<file path="config.mk">
export PLATFORM = sky130hd
export DESIGN_NAME = dmem_arbiter_flat
export DESIGN_NICKNAME = d
export VERILOG_FILES = /design/src/rtl/dmem_pkg.sv /design/src/rtl/dmem_arbiter_if.sv /design/src/rtl/rr_arbiter2.sv /design/src/rtl/dmem_arbiter.sv /design/src/flat_wrapper.sv
export SDC_FILE = /design/constraint.sdc
export NUM_CORES = 1
export LEC_CHECK = 0
export ABC_AREA = 1
export CAP_MARGIN = 20
export CORE_ASPECT_RATIO = 0.75
export CORE_MARGIN = 3
export CORE_UTILIZATION = 40
export DETAILED_ROUTE_END_ITERATION = 7
export GPL_TIMING_DRIVEN = 1
export PLACE_DENSITY = 0.87
export SKIP_CTS_REPAIR_TIMING = 1
export SLEW_MARGIN = 30
export SYNTH_ARGS = -nofsm -noshare
export SYNTH_HDL_FRONTEND = slang
export SYNTH_SLANG_ARGS = --single-unit
</file>
<file path="constraint.sdc">
create_clock -name clk -period 4.1 [get_ports clk]
set_clock_uncertainty 0.05 [all_clocks]
set_input_delay 0.615 -clock clk [delete_from_list [all_inputs] [get_ports clk]]
set_output_delay 0.615 -clock clk [all_outputs]
set_load 0.01 [all_outputs]
</file>
<file path="src/rtl/dmem_pkg.sv">
// Shared definitions for the data-memory arbiter.
//   MEM_WORDS_DEFAULT : default data memory depth in 32-bit words
//   state_t           : arbiter sequencing states
//   addr_rejected     : true for a misaligned or out-of-range byte address
package dmem_pkg;

    localparam int unsigned MEM_WORDS_DEFAULT = 1024;

    typedef enum logic [1:0] {
        IDLE   = 2'd0,
        ACCESS = 2'd1,
        RESP   = 2'd2
    } state_t;

    // limit is the first illegal byte address (4 * depth in words)
    function automatic logic addr_rejected(input logic [31:0] addr,
                                           input logic [31:0] limit);
        return (addr[1:0] != 2'b00) || (addr >= limit);
    endfunction

endpackage

</file>
<file path="src/rtl/dmem_arbiter_if.sv">
// Bundle of the two requester ports and the data memory port.
//   req/we/addr/wdata 0,1 : requester commands
//   ack0/ack1/err/rdata   : completion responses
//   mem_*                 : data memory side (mem_rdata is combinational)
// slave  : arbiter side
// master : requesters plus memory model side
interface dmem_arbiter_if;
    logic        req0;
    logic        we0;
    logic [31:0] addr0;
    logic [31:0] wdata0;
    logic        req1;
    logic        we1;
    logic [31:0] addr1;
    logic [31:0] wdata1;
    logic        ack0;
    logic        ack1;
    logic        err;
    logic [31:0] rdata;
    logic [31:0] mem_addr;
    logic [31:0] mem_wdata;
    logic        mem_write;
    logic        mem_read;
    logic [31:0] mem_rdata;

    modport slave (
        input  req0, we0, addr0, wdata0,
        input  req1, we1, addr1, wdata1,
        output ack0, ack1, err, rdata,
        output mem_addr, mem_wdata, mem_write, mem_read,
        input  mem_rdata
    );

    modport master (
        output req0, we0, addr0, wdata0,
        output req1, we1, addr1, wdata1,
        input  ack0, ack1, err, rdata,
        input  mem_addr, mem_wdata, mem_write, mem_read,
        output mem_rdata
    );
endinterface

</file>
<file path="src/rtl/rr_arbiter2.sv">
// Combinational two-way round-robin picker.
//   req0, req1 : requests
//   last       : id of the previously granted port
//   grant      : id of the winning port (meaningful only when valid)
//   valid      : at least one request present
module rr_arbiter2 (
    input  logic req0,
    input  logic req1,
    input  logic last,
    output logic grant,
    output logic valid
);

    always_comb begin
        valid = req0 | req1;
        grant = 1'b0;
        if (req0 && req1) begin
            grant = ~last;
        end else if (req1) begin
            grant = 1'b1;
        end
    end

endmodule

</file>
<file path="src/rtl/dmem_arbiter.sv">
// Two-port round-robin arbiter in front of a single-ported data memory.
// Each granted command runs IDLE -> ACCESS -> RESP, acking in RESP.
//   clk, reset : clock and synchronous active-high reset
//   bus        : requester commands/responses and the memory port
//
// state  | meaning
// -------+-------------------------------------------------------------
// IDLE   | waiting; picks a requester and latches its command
// ACCESS | drives the memory with the latched command (unless rejected)
// RESP   | pulses the granted port's ack with err/rdata
module dmem_arbiter
    import dmem_pkg::*;
#(
    parameter int unsigned MEM_WORDS = MEM_WORDS_DEFAULT,
    parameter bit          RR_RESET  = 1'b1
) (
    input  logic           clk,
    input  logic           reset,
    dmem_arbiter_if.slave  bus
);

    localparam logic [31:0] ADDR_LIMIT = 32'(MEM_WORDS * 4);

    state_t      state_q, state_d;
    logic        last_q;
    logic        port_q;
    logic        we_q;
    logic [31:0] addr_q;
    logic [31:0] wdata_q;
    logic [31:0] rdata_q;
    logic        grant;
    logic        grant_valid;
    logic        rejected;
    logic        ack0, ack1, err, mem_write, mem_read;

    rr_arbiter2 u_rr (
        .req0  (bus.req0),
        .req1  (bus.req1),
        .last  (last_q),
        .grant (grant),
        .valid (grant_valid)
    );

    assign rejected = addr_rejected(addr_q, ADDR_LIMIT);

    always_ff @(posedge clk) begin
        if (reset) begin
            state_q <= IDLE;
            last_q  <= RR_RESET;
            port_q  <= 1'b0;
            we_q    <= 1'b0;
            addr_q  <= '0;
            wdata_q <= '0;
            rdata_q <= '0;
        end else begin
            state_q <= state_d;
            if (state_q == IDLE && grant_valid) begin
                port_q  <= grant;
                last_q  <= grant;
                we_q    <= grant ? bus.we1    : bus.we0;
                addr_q  <= grant ? bus.addr1  : bus.addr0;
                wdata_q <= grant ? bus.wdata1 : bus.wdata0;
            end
            // rdata is non-zero only during the RESP cycle of a good read
            if (state_q == ACCESS) begin
                rdata_q <= (!we_q && !rejected) ? bus.mem_rdata : '0;
            end else begin
                rdata_q <= '0;
            end
        end
    end

    always_comb begin
        state_d   = state_q;
        ack0      = 1'b0;
        ack1      = 1'b0;
        err       = 1'b0;
        mem_write = 1'b0;
        mem_read  = 1'b0;
        unique case (state_q)
            IDLE: begin
                if (grant_valid) state_d = ACCESS;
            end
            ACCESS: begin
                state_d = RESP;
                // gating with reset keeps an aborted write off the memory
                if (!rejected && !reset) begin
                    mem_write = we_q;
                    mem_read  = ~we_q;
                end
            end
            RESP: begin
                state_d = IDLE;
                ack0    = ~port_q;
                ack1    = port_q;
                err     = rejected;
            end
            default: state_d = IDLE;
        endcase
    end

    assign bus.ack0      = ack0;
    assign bus.ack1      = ack1;
    assign bus.err       = err;
    assign bus.rdata     = rdata_q;
    assign bus.mem_addr  = addr_q;
    assign bus.mem_wdata = wdata_q;
    assign bus.mem_write = mem_write;
    assign bus.mem_read  = mem_read;

endmodule
</file>
<file path="src/flat_wrapper.sv">
// flat-port wrapper written by rule: the top's interface ports become plain ports
module dmem_arbiter_flat import dmem_pkg::*;
#(
    parameter int unsigned MEM_WORDS = MEM_WORDS_DEFAULT,
    parameter bit          RR_RESET  = 1'b1
)
  (clk, reset, bus_req0, bus_we0, bus_addr0, bus_wdata0, bus_req1, bus_we1, bus_addr1, bus_wdata1, bus_ack0, bus_ack1, bus_err, bus_rdata, bus_mem_addr, bus_mem_wdata, bus_mem_write, bus_mem_read, bus_mem_rdata);
  dmem_arbiter_if bus_i ();
  input  logic clk;
  input  logic reset;
  input wire logic [$bits(bus_i.req0)-1:0] bus_req0;
  input wire logic [$bits(bus_i.we0)-1:0] bus_we0;
  input wire logic [$bits(bus_i.addr0)-1:0] bus_addr0;
  input wire logic [$bits(bus_i.wdata0)-1:0] bus_wdata0;
  input wire logic [$bits(bus_i.req1)-1:0] bus_req1;
  input wire logic [$bits(bus_i.we1)-1:0] bus_we1;
  input wire logic [$bits(bus_i.addr1)-1:0] bus_addr1;
  input wire logic [$bits(bus_i.wdata1)-1:0] bus_wdata1;
  output wire logic [$bits(bus_i.ack0)-1:0] bus_ack0;
  output wire logic [$bits(bus_i.ack1)-1:0] bus_ack1;
  output wire logic [$bits(bus_i.err)-1:0] bus_err;
  output wire logic [$bits(bus_i.rdata)-1:0] bus_rdata;
  output wire logic [$bits(bus_i.mem_addr)-1:0] bus_mem_addr;
  output wire logic [$bits(bus_i.mem_wdata)-1:0] bus_mem_wdata;
  output wire logic [$bits(bus_i.mem_write)-1:0] bus_mem_write;
  output wire logic [$bits(bus_i.mem_read)-1:0] bus_mem_read;
  input wire logic [$bits(bus_i.mem_rdata)-1:0] bus_mem_rdata;
  assign bus_i.req0 = bus_req0;
  assign bus_i.we0 = bus_we0;
  assign bus_i.addr0 = bus_addr0;
  assign bus_i.wdata0 = bus_wdata0;
  assign bus_i.req1 = bus_req1;
  assign bus_i.we1 = bus_we1;
  assign bus_i.addr1 = bus_addr1;
  assign bus_i.wdata1 = bus_wdata1;
  assign bus_ack0 = bus_i.ack0;
  assign bus_ack1 = bus_i.ack1;
  assign bus_err = bus_i.err;
  assign bus_rdata = bus_i.rdata;
  assign bus_mem_addr = bus_i.mem_addr;
  assign bus_mem_wdata = bus_i.mem_wdata;
  assign bus_mem_write = bus_i.mem_write;
  assign bus_mem_read = bus_i.mem_read;
  assign bus_i.mem_rdata = bus_mem_rdata;
  dmem_arbiter #(.MEM_WORDS(MEM_WORDS), .RR_RESET(RR_RESET)) u_core (.clk(clk), .reset(reset), .bus(bus_i));
endmodule
</file>
# Word-level counts from Yosys, hierarchy flattened
# Cells that the tools add are included.
# W data, S select, Z words.
[word_totals]
output_inout_bits = 101
wordCells = 42
in_bits = 166
reg_bits = 101
[op_classes]
order_cmp = 1
n_mux = 14
reduce_logical = 11
n_eq_ne = 3
bitwise = 6
[op_table]
columns = ["operator", "n"]
rows = [
  ["$mux W32", 2],
  ["$ge A32 B13 Y1 const B", 1],
  ["$mux W1", 10],
  ["$not A1 Y1", 5],
  ["$logic_and A1 B1 Y1", 4],
  ["$pmux W2 S2", 1],
  ["$logic_not A1 Y1", 3],
  ["$reduce_or A3 Y1", 1],
  ["$eq A2 B1 Y1 const B", 1],
  ["$eq A2 B2 Y1 const B", 1],
  ["$logic_not A2 Y1", 1],
  ["$mux W2", 1],
  ["$ne A2 B1 Y1 const B", 1],
  ["$reduce_bool A2 Y1", 1],
  ["$logic_or A1 B1 Y1", 1],
  ["$or A1 B1 Y1", 1],
]

# Depth between registers and ports, before layout
[depth]
ltp_word = 6
depth_mapped = 9
depth_no_buf = 7

# Hierarchy
# From an unflattened synthesis, not the netlist that was laid out.
[unflattened]
hier_cells = 642
area_unflattened_um2 = 4389.2
[by_module_without_submodules]
columns = ["mod", "cells_per_inst", "instances", "area_each_um2", "seq_area_each_um2"]
rows = [
  ["dmem_arbiter", 639, 1, 4374.2, 2021.9],
  ["rr_arbiter2", 3, 1, 15.0, 0.0],
]

# Worst setup path after synthesis
# OpenSTA, ideal clock, no wires.
[synth_timing]
kind = "input -> output"
from = "input reset"
to = "output bus_mem_read"
arrival_ns = 1.336
required_time_ns = 3.435
n_path_buf = 1
stages = 6
slack_ns = 2.099
path_cell_list = "inv_1 nand3_1 nor2_1 nand4_1 buf_2 inv_1"
[synth_via]
elab_chain_len = 4
[synth_lines]
columns = ["element", "line", "source"]
rows = [
  ["start: declaration", "flat_wrapper.sv:10", "input logic reset;"],
  ["$logic_not A1 Y1", "dmem_arbiter.sv:87", "if (!rejected && !reset) begin"],
  ["$logic_and A1 B1 Y1", "dmem_arbiter.sv:87", ""],
  ["$mux W1", "dmem_arbiter.sv:87", ""],
  ["$mux W1", "dmem_arbiter.sv:80", "unique case (state_q)"],
  ["end: declaration", "flat_wrapper.sv:26", "output wire logic [$bits(bus_i.mem_read)-1:0] bus_mem_read;"],
]
# Every way passes these cells.

# Final worst setup path
# Ends and elaborated chain as after synthesis.

==> Implementation_results.wiki <==
{| class="wikitable"
! Metric !! Value
|-
| Worst R2R Path Depth || 6
|-
| Mux share of post-synthesis cell area || 0
|-
| Clock edge transition at the registers on the reported setup and hold paths || 0.07 ns
|-
| Antenna Cells || 0
|-
| Worst Path Required || 3.43 ns
|-
| Fraction of synthesized cell area taken by the top area cell type || 0.476
|-
| Wire length per cell || 14.7 µm
|-
| Clock root cell || clkbuf_16
|-
| Number of vias in the routed layout || 4555
|-
| Worst reg2reg startpoint || u_core.state_q[0]$_SDFFE_PP0P_
|-
| Layout cell share with drive strength beyond 1 || 0.0606
|-
| Seq cells post-synth || 101
|-
| Worst min path class || flip-flop to flip-flop
|-
| Data arrival, critical path || 2.18 ns
|-
| Detailed-placement wirelength estimate || 10.3 mm
|-
| Setup violations, final || 0
|-
| Worst-case clock buffer depth || 2
|-
| Combinational Power Share || 0.253
|-
| Final Hold Vio Count || 0
|-
| Syn Area/Cell || 7.36 µm²
|-
| Warnings from Yosys || 0
|-
| Count of different cell masters after synthesis || 20
|-
| Synth area leaders || dfxtp_1, nand2_1, nor2_1, o21ai_0, a21oi_2
|-
| TritonCTS clock tree || yes
|-
| Die height || 95.2 µm
|-
| Final number of max-transition violations || 0
|-
| Relative contribution of sequential cells to total power || 0.425
|-
| Worst IR drop on VDD || 0.000197 V
|-
| MaxCap Viol Count || 0
|-
| Fraction of power consumed by the clock network || 0.322
|-
| Post-synthesis share of cell area spent on and, or, nand and nor gates || 0.240
|-
| Grt met3 use || 0.0784
|-
| Share of flip-flops with an asynchronous set or reset after synthesis || 0
|-
| Synth-to-Final Area Change || 67.8%
|-
| Post-synthesis share of cell area spent on full adders, half adders and majority gates || 0
|-
| Routability-driven placement congestion ratio || 0.905
|-
| Number of clock buffers inserted by TritonCTS || 9
|-
| Path type of the worst setup path || input port to primary output
|-
| Number of sinks driven by the clock tree || 101
|-
| Drt first-iter violations || 261
|-
| Number of top-level pins || 267
|-
| Clock latency at the later pin of the worst-skew pair || 0.34 ns
|-
| Area of the core || 0.0100 mm²
|-
| Antenna violations before repair || 0
|-
| Input/output buffers || 266
|-
| DRC violation count after routing || 0
|-
| Total Wirelength || 14.0 mm
|-
| Minimum setup slack among reg-to-reg paths || 2.07 ns
|-
| Seq/Total Area, Yosys || 0.476
|-
| Crit Path Max Fanout || 3
|-
| Switching Share || 0.272
|-
| Most used standard cell by instance count after synthesis || nand2_1
|-
| Iteration count of the initial detailed-routing pass || 5
|-
| GRT overflow || 0
|-
| Initial Utilization || 0.424
|-
| # H-tree levels || 3
|-
| Minimum setup slack after placement || 1.25 ns
|-
| Number of placement rows || 31
|-
| Die outline width || 125 µm
|-
| Startpoint type of the worst setup path || input port
|-
| Combined flip-flop and latch cell area || 0.00202 mm²
|-
| Net switching power || 0.708 mW
|-
| Number of global-route vias before repair || 4323
|-
| GR Util met1 || 0.260
|-
| Mapped Cells || 577
|-
| Achievable Freq || 351 MHz
|-
| Top cells by instance count after synthesis || nand2_1, nor2_1, dfxtp_1
|-
| Critical Path End Type || primary output
|-
| Endpoint of the most critical register-to-register path || u_core.bus.mem_wdata[1]$_SDFFE_PP0P_
|-
| Primary flip-flop cell chosen by synthesis mapping || dfxtp_1
|-
| Measured slew at the worst slew-check pin || 0.922 ns
|-
| Leakage power of the design || 2.98 nW
|-
| Global route hottest layer || met2
|-
| Final setup margin || 1.25 ns
|-
| Mean number of vias per cell || 4.76
|-
| M2 GR Usage || 0.395
|-
| Post-route clock period utilization || 0.695
|-
| Number of fill cells || 764
|-
| Pwr/cell area || 365 mW/mm²
|-
| Number of flops mapped to enable cells by yosys || 0
|-
| Final net count || 986
|-
| Headroom to the max-slew limit || 0.386
|-
| Area occupied by multi-input gates || 0.00179 mm²
|-
| Beginning of the worst hold path || u_core.last_q$_SDFFE_PP1P_
|-
| Mapped Area || 0.00425 mm²
|-
| Synthesized Nets || 743
|-
| Setup repair after global routing missed its margin || no
|-
| Setup TNS after final layout || 0 ns
|-
| Internal power component || 1.89 mW
|-
| Xor/xnor share of the synthesized area || 0
|-
| Cell accounting for the most synthesized area || dfxtp_1
|-
| Post-route antenna net violation count || 0
|-
| Fraction of the mapped netlist area in compound gates || 0.179
|-
| Shortest period the worst path allows || 2.85 ns
|-
| Launch point of the worst path || reset
|-
| Run status || finished, final reports clean
|-
| Die Footprint || 0.0119 mm²
|-
| Combinational family with the most area after synthesis || simple AND/OR/NAND/NOR gates
|-
| Total track usage || 0.223
|-
| Maximum number of pins on one net before global-route repair || 105
|-
| Wire length of the first global-routing pass || 21.5 mm
|-
| Timing endpoint of the critical path || bus_mem_read
|}
-- layout by cell type, fill, tap and decap left out --
cell type,synthesis,final
or2_4,1,1
clkinvlp_4,0,2
clkinv_2,0,1
buf_12,6,1
inv_4,0,1
o21ai_0,61,61
nor2_4,1,1
buf_4,1,3
clkbuf_16,0,9
inv_6,0,1
a21oi_1,38,38
nor2_1,117,117
o21ai_1,4,4
nand4_1,1,1
bufinv_16,0,1
clkdlybuf4s50_1,0,266
or2_0,1,1
nand3_1,3,3
nand2_4,0,1
dfxtp_1,101,101
a21oi_2,28,28
nand2_1,142,141
clkbuf_1,14,2
inv_1,41,40
-- cell type report --
class	count	share of cell area
clock inverters	5	0.00825
well taps	132	0.0232
clock buffers	11	0.0326
repair buffers	270	0.379
inverters	41	0.0219
flip-flops and latches	101	0.284
multi-input cells	397	0.251
-- per-layer routing --
| layer | up-vias | part of all wire | routed length [µm] |
|---|---|---|---|
| met1 | 2051 | 0.40 | 5560 |
| met4 | 0 | 0.016 | 231 |
| met5 | - | 0 | 0 |
| met3 | 22 | 0.085 | 1190 |
| li1 | 2283 | - | - |
| met2 | 199 | 0.50 | 7050 |
-- cell families (layout without fill, tap and decap cells) --
logic type | Yosys count | in the layout
and+or+nand+nor | 266 | 266
AOI/OAI and AO/OA | 131 | 131
DFF | 101 | 101
buffers and inverters | 79 | 327
-- flip-flops by register name, summed over array words and instances (netlist names) --
name                  cells
u_core.bus.rdata         32
u_core.bus.mem_addr      32
u_core.last_q             1
u_core.we_q               1
u_core.state_q            2
u_core.bus.mem_wdata     32
u_core.port_q             1
-- power groups by stage --
stage          Sequential, mW  Combinational, mW  Clock (mW)
6_report                 1.10              0.659       0.837
5_1_grt                  1.11              0.718       0.892
4_1_cts                  1.10              0.662       0.852
3_5_place_dp             1.12              0.658           0
3_3_place_gp             1.12              0.644           0
2_1_floorplan            1.16              0.293           0
-- how the worst min path moves through the flow --
| stage | to | depth (start not counted) |
|---|---|---|
| after floorplan | u_core.last_q$_SDFFE_PP1P_ | 2 |
| after global placement | u_core.last_q$_SDFFE_PP1P_ | 2 |
| after detailed placement | u_core.last_q$_SDFFE_PP1P_ | 2 |
| after CTS | u_core.last_q$_SDFFE_PP1P_ | 2 |
| after global routing | u_core.last_q$_SDFFE_PP1P_ | 2 |
| final | u_core.last_q$_SDFFE_PP1P_ | 2 |
-- critical path: stages --
cell             delay, ns
clkdlybuf4s50_1       0.45
inv_1                 0.09
nand3_1               0.10
nor2_1                0.11
nand4_1               0.17
inv_1                 0.09
clkdlybuf4s50_1       0.55
-- per-stage QoR --
| step | utilization | power [mW] | cells | area, µm² | hold WS (ns) |
|---|---|---|---|---|---|
| 3_3_place_gp | 0.683 | 1.77 | 941 | 6830 | 0.393 |
| 4_1_cts | 0.712 | 2.62 | 957 | 7130 | 0.418 |
| 5_1_grt | 0.712 | 2.72 | 957 | 7130 | 0.460 |
| 3_5_place_dp | 0.683 | 1.78 | 941 | 6840 | 0.401 |
| 2_1_floorplan | - | 1.45 | 577 | 4250 | 0.379 |
| 6_report | 0.712 | 2.60 | 957 | 7130 | 0.428 |
Note: power is estimated with default switching activity, not from simulation.
